--- src/rtl/cl_crc_framer.sv ---
// Streaming byte-wide CRC framer: passes payload through a single output register
// and appends a 4-byte FCS after the last payload byte of every frame.
module cl_crc_framer #(
    parameter logic [31:0] POLY    = 32'h04C11DB7,
    parameter logic [31:0] INIT    = 32'hFFFFFFFF,
    parameter logic [31:0] XOR_OUT = 32'hFFFFFFFF,
    parameter bit          REFLECT = 1'b1
) (
    input  logic        clk,
    input  logic        rst,
    input  logic        s_valid,
    output logic        s_ready,
    input  logic [7:0]  s_data,
    input  logic        s_last,
    output logic        m_valid,
    input  logic        m_ready,
    output logic [7:0]  m_data,
    output logic        m_last,
    output logic [15:0] frame_count
);

    // state | meaning
    // PASS  | forwarding payload bytes, accumulating the CRC
    // FCS   | emitting the four FCS bytes, input stalled
    typedef enum logic {PASS, FCS} state_t;

    function automatic logic [31:0] reflect32(input logic [31:0] v);
        logic [31:0] r;
        for (int i = 0; i < 32; i++) r[i] = v[31-i];
        return r;
    endfunction

    localparam logic [31:0] POLY_R = reflect32(POLY);

    // Full byte update unrolled into one cycle of combinational logic.
    function automatic logic [31:0] crc_next(input logic [31:0] c, input logic [7:0] d);
        logic [31:0] r;
        r = c;
        if (REFLECT) begin
            r[7:0] = r[7:0] ^ d;
            for (int i = 0; i < 8; i++) r = r[0] ? ((r >> 1) ^ POLY_R) : (r >> 1);
        end else begin
            r[31:24] = r[31:24] ^ d;
            for (int i = 0; i < 8; i++) r = r[31] ? ((r << 1) ^ POLY) : (r << 1);
        end
        return r;
    endfunction

    state_t      state;
    logic [31:0] crc;
    logic [1:0]  fcs_idx;
    logic [31:0] fcs;
    logic [7:0]  fcs_byte;
    logic        load_ok;

    assign load_ok = !m_valid || m_ready;
    assign s_ready = (state == PASS) && load_ok;
    assign fcs     = crc ^ XOR_OUT;

    always_comb begin
        fcs_byte = 8'h00;
        if (REFLECT) begin
            case (fcs_idx)
                2'd0: fcs_byte = fcs[7:0];
                2'd1: fcs_byte = fcs[15:8];
                2'd2: fcs_byte = fcs[23:16];
                2'd3: fcs_byte = fcs[31:24];
                default: fcs_byte = 8'h00;
            endcase
        end else begin
            case (fcs_idx)
                2'd0: fcs_byte = fcs[31:24];
                2'd1: fcs_byte = fcs[23:16];
                2'd2: fcs_byte = fcs[15:8];
                2'd3: fcs_byte = fcs[7:0];
                default: fcs_byte = 8'h00;
            endcase
        end
    end

    always_ff @(posedge clk or posedge rst) begin
        if (rst) begin
            state       <= PASS;
            crc         <= INIT;
            fcs_idx     <= 2'd0;
            m_valid     <= 1'b0;
            m_data      <= 8'h00;
            m_last      <= 1'b0;
            frame_count <= 16'h0000;
        end else begin
            case (state)
                PASS: begin
                    if (s_valid && s_ready) begin
                        m_data  <= s_data;
                        m_valid <= 1'b1;
                        m_last  <= 1'b0;
                        crc     <= crc_next(crc, s_data);
                        if (s_last) begin
                            state   <= FCS;
                            fcs_idx <= 2'd0;
                        end
                    end else if (load_ok) begin
                        m_valid <= 1'b0;
                    end
                end
                FCS: begin
                    if (load_ok) begin
                        m_data  <= fcs_byte;
                        m_valid <= 1'b1;
                        fcs_idx <= fcs_idx + 2'd1;
                        if (fcs_idx == 2'd3) begin
                            m_last      <= 1'b1;
                            state       <= PASS;
                            crc         <= INIT;
                            frame_count <= frame_count + 16'd1;
                        end
                    end
                end
                default: state <= PASS;
            endcase
        end
    end

endmodule
--- config.mk ---
export PLATFORM = sky130hd
export DESIGN_NAME = cl_crc_framer
export DESIGN_NICKNAME = d
export VERILOG_FILES = /design/src/rtl/cl_crc_framer.sv
export SDC_FILE = /design/constraint.sdc
export NUM_CORES = 1
export LEC_CHECK = 0
export ABC_AREA = 1
export CAP_MARGIN = 20
export CORE_ASPECT_RATIO = 0.6
export CORE_MARGIN = 2
export CORE_UTILIZATION = 33
export DETAILED_ROUTE_END_ITERATION = 7
export PLACE_DENSITY = 0.53
export SLEW_MARGIN = 20
export SYNTH_ARGS = -nofsm -noshare
export SYNTH_HDL_FRONTEND = slang
export SYNTH_SLANG_ARGS = --single-unit
export TNS_END_PERCENT = 100
--- constraint.sdc ---
create_clock -name clk -period 1.9 [get_ports clk]
set_input_delay 0.19 -clock clk [delete_from_list [all_inputs] [get_ports clk]]
set_output_delay 0.19 -clock clk [all_outputs]
set_load 0.01 [all_outputs]
==> results of run 1 <==
-- placed cells by master, fill, tap and decap left out, types with 4 or more instances in the layout --
cell	instances
o21ai_0	11
nand3_1	23
nand2_2	11
clkdlybuf4s50_1	39
xnor2_1	12
nand2_4	4
clkbuf_16	9
nand2_1	176
dfstp_2	32
ha_1	5
xor2_1	32
dfrtp_1	29
a21oi_1	21
inv_1	74
nor2_1	24
buf_4	37
o21ai_1	8
o22ai_1	14
inv_2	9
o221ai_1	7
-- worst reg2reg max path: cells and delay by family (launching register included) --
family | cells | cell delay [ns]
buffers and inverters | 2 | 0.11
DFF | 1 | 0.57
and+or+nand+nor | 10 | 1.04
-- final cells by class --
type | count | area [um2]
clock buffers | 12 | 246.5
clock inverters | 4 | 72.57
fillers | 1203 | 6763
inverters | 84 | 315.3
multi-input cells | 382 | 2107
flip-flops and latches | 61 | 1567
well taps | 165 | 206.4
repair buffers | 78 | 708.2
-- routing by layer --
metal / track usage / share of wire / vias up
li1: - / - / 1852
met1: 0.3193 / 0.55 / 1770
met2: 0.2603 / 0.37 / 111
met3: 0.05051 / 0.075 / 17
met4: 0.03883 / 0.0088 / 0
met5: 0 / 0 / -
-- state kept, by name (all words and copies together) (netlist names) --
register     flops
m_data           8
frame_count     16
m_last           1
m_valid          1
state            1
crc             32
fcs_idx          2
-- cell families after synthesis --
family / count (synthesis) / synth area share
AO/OA/AOI/OAI: 72 / 0.1090
buffers and inverters: 95 / 0.09223
XOR/XNOR: 48 / 0.1146
AND/OR/NAND/NOR: 257 / 0.2798
flip-flops: 61 / 0.3888
adder cells (fa/ha/maj): 5 / 0.01553
-- report_power, final --
group	leakage [nW]	switching, W	total [W]	internal (W)
clock network	0.153	0.000596	0.00178	0.00118
logic	1.79	0.00319	0.00537	0.00219
registers	0.698	0.000460	0.00250	0.00204
total	2.64	0.00424	0.00965	0.00541
-- per-stage QoR --
stage	instance area [um2]	setup WS, ns	util	setup TNS [ns]	total power (W)
floorplan	4029	0.2499	-	0	0.005813
CTS	5206	0.01819	0.4344	0	0.009607
global route	5223	-0.04361	0.4357	-0.06190	0.01039
detailed placement	4887	-0.1239	0.4078	-0.3813	0.007763
finish	5223	0.09095	0.4357	0	0.009650
global placement	4887	-0.09952	0.4078	-0.2975	0.007703
-- repair_timing --
| action | 4_1_cts | 5_1_grt |
|---|---|---|
| hold buffers | 0 | 0 |
| endpoints found under the setup margin | 0 | 5 |
| gates resized for setup | 0 | 3 |
-- worst min path at each step --
stage	from	endpoint	slack [ns]	cells after the start
after floorplan	s_last	state	0.30	2
after global placement	m_last	m_last	0.47	2
after detailed placement	m_last	m_last	0.47	2
after CTS	rst	m_data[3]	0.26	3
after global routing	rst	m_data[4]	0.27	3
final	rst	m_data[3]	0.23	3
==> summary.txt, run 1 <==
Setup path
  • CP max FO: 10
  • Buf+Inv Stages, Crit Path: 1
  • Worst r2r src: crc[0]
  • Worst Reg2Reg Path Length in Cells: 12
  • WP data arrival: 1.62 ns
  • Crit path launch: state
  • CP max-delay cell: clkdlybuf4s50_1
  • Worst path cell trace: nor2_2 -> clkdlybuf4s50_1
  • Setup crit end: s_ready
  • R2R setup slack: 0.14 ns
  • Crit path max-delay family: buffers and inverters
  • CP peak stage delay: 0.57 ns
  • Crit. End Element: output pin
  • R2R Path End: crc[20]
  • WS Path Type: flop to output pin
  • Crit path launch type: flop
  • CP Data Required Time: 1.71 ns
  • Worst path depth: 2

Timing
  • Finish-stage setup viols: 0
  • Hold violation count in the final report: 0
  • Worst-Margin Slew: 0.4958 ns
  • Minimum clock period: 1.809 ns
  • Slew HR: 0.6695
  • Fin. max-slew vios: 0
  • Clk_skew: 0.005108 ns
  • Crit share post-route: 0.9521
  • Fmax: 0.5528 GHz
  • Fin Hold WS: 0.2277 ns

Yosys
  • Syn nets: 556
  • Post-synth top cells: nand2_1, inv_1, dfstp_2, xor2_1, dfrtp_1
  • Synthesized flop and latch total: 61
  • Syn Area/Cell: 7.489 um2
  • Count leader, synth: nand2_1
  • Yosys top cell area share: 0.2087
  • Mapped cell area: 0.004029 mm2
  • Post-synth EDFFs: 0
  • Ranking of synthesized cells by area: dfstp_2, dfrtp_1, nand2_1, inv_1, xor2_1
  • Sequential area share after synthesis: 0.3888
  • Post-synth top area cell: dfstp_2
  • Synth cell types: 41
  • FFs w/ async S/R, synth: 1.000
  • Gate Count Post-Synth: 538
  • Main flop type after synthesis: dfstp_2
  • Ys Warns: 0

Floorplan
  • Initial Utilization: 0.3362
  • Die W: 146.6 um
  • Core area: 0.01199 mm2
  • Io pins: 40
  • DIE HEIGHT: 89.59 um
  • Die area: 0.01314 mm2
  • Site Rows: 31

Layout
  • # diodes: 0
  • Share of cells above drive strength 1: 0.1948
  • Area delta synth->final: 29.63%
  • Final nets: 634
  • Final Non-Filler Cells: 786

CTS
  • TritonCTS Sinks: 61
  • CTS clock-pin slew for the worst setup and hold paths: 0.05 ns
  • H-tree Lvls: 3
  • CTS Buf Count: 9
  • Clock tree buffer depth: 2
  • Clk Latency, worst-skew pair: 0.33 ns
  • TritonCTS clock tree: yes
  • Root buffer cell: clkbuf_16
  • Post-CTS Setup Bufs: 0

Power
  • Worst ir drop on vdd: 0.6447 mV
  • Leakage: 2.641 nW
  • PD cells: 1848 mW/mm2

Drt
  • DRC viols: 0
  • Final WL: 12,600 um
  • Routed WL per cell: 16.02 um
  • Vias per cell: 4.771
  • Initial drt markers: 310
  • DRT antenna net count: 0
  • DR pass1 iterations: 5
  • DR vias: 3,750

Global route
  • Vias in the first global route: 3,507
  • Grt ovf: 0
  • Largest net degree at the start of global routing: 62
  • Initial antenna violation count: 0
  • Global-route wire length before repair: 19,490 um
  • Global-route usage over all layers: 0.1986

Placement
  • Dpl cells: 770
  • RD Place Congestion: 0.8728
  • DPL Wire Length: 9625 um
  • Port bufs: 39

Flow run
  • MaxCap Viol Count: 0

Worst hold path
  • Hold WC Path Type: primary input to asynchronous set/reset pin

Outcome
  • Run status: completed
No activity file was read; power rests on OpenSTA's default activity.
==> run 2: changes to the inputs <==
GPL_TIMING_DRIVEN = 1   (was unset)
==> results of run 2 <==
Same layout as run 1: the final DEF is identical, and so are final timing and power.
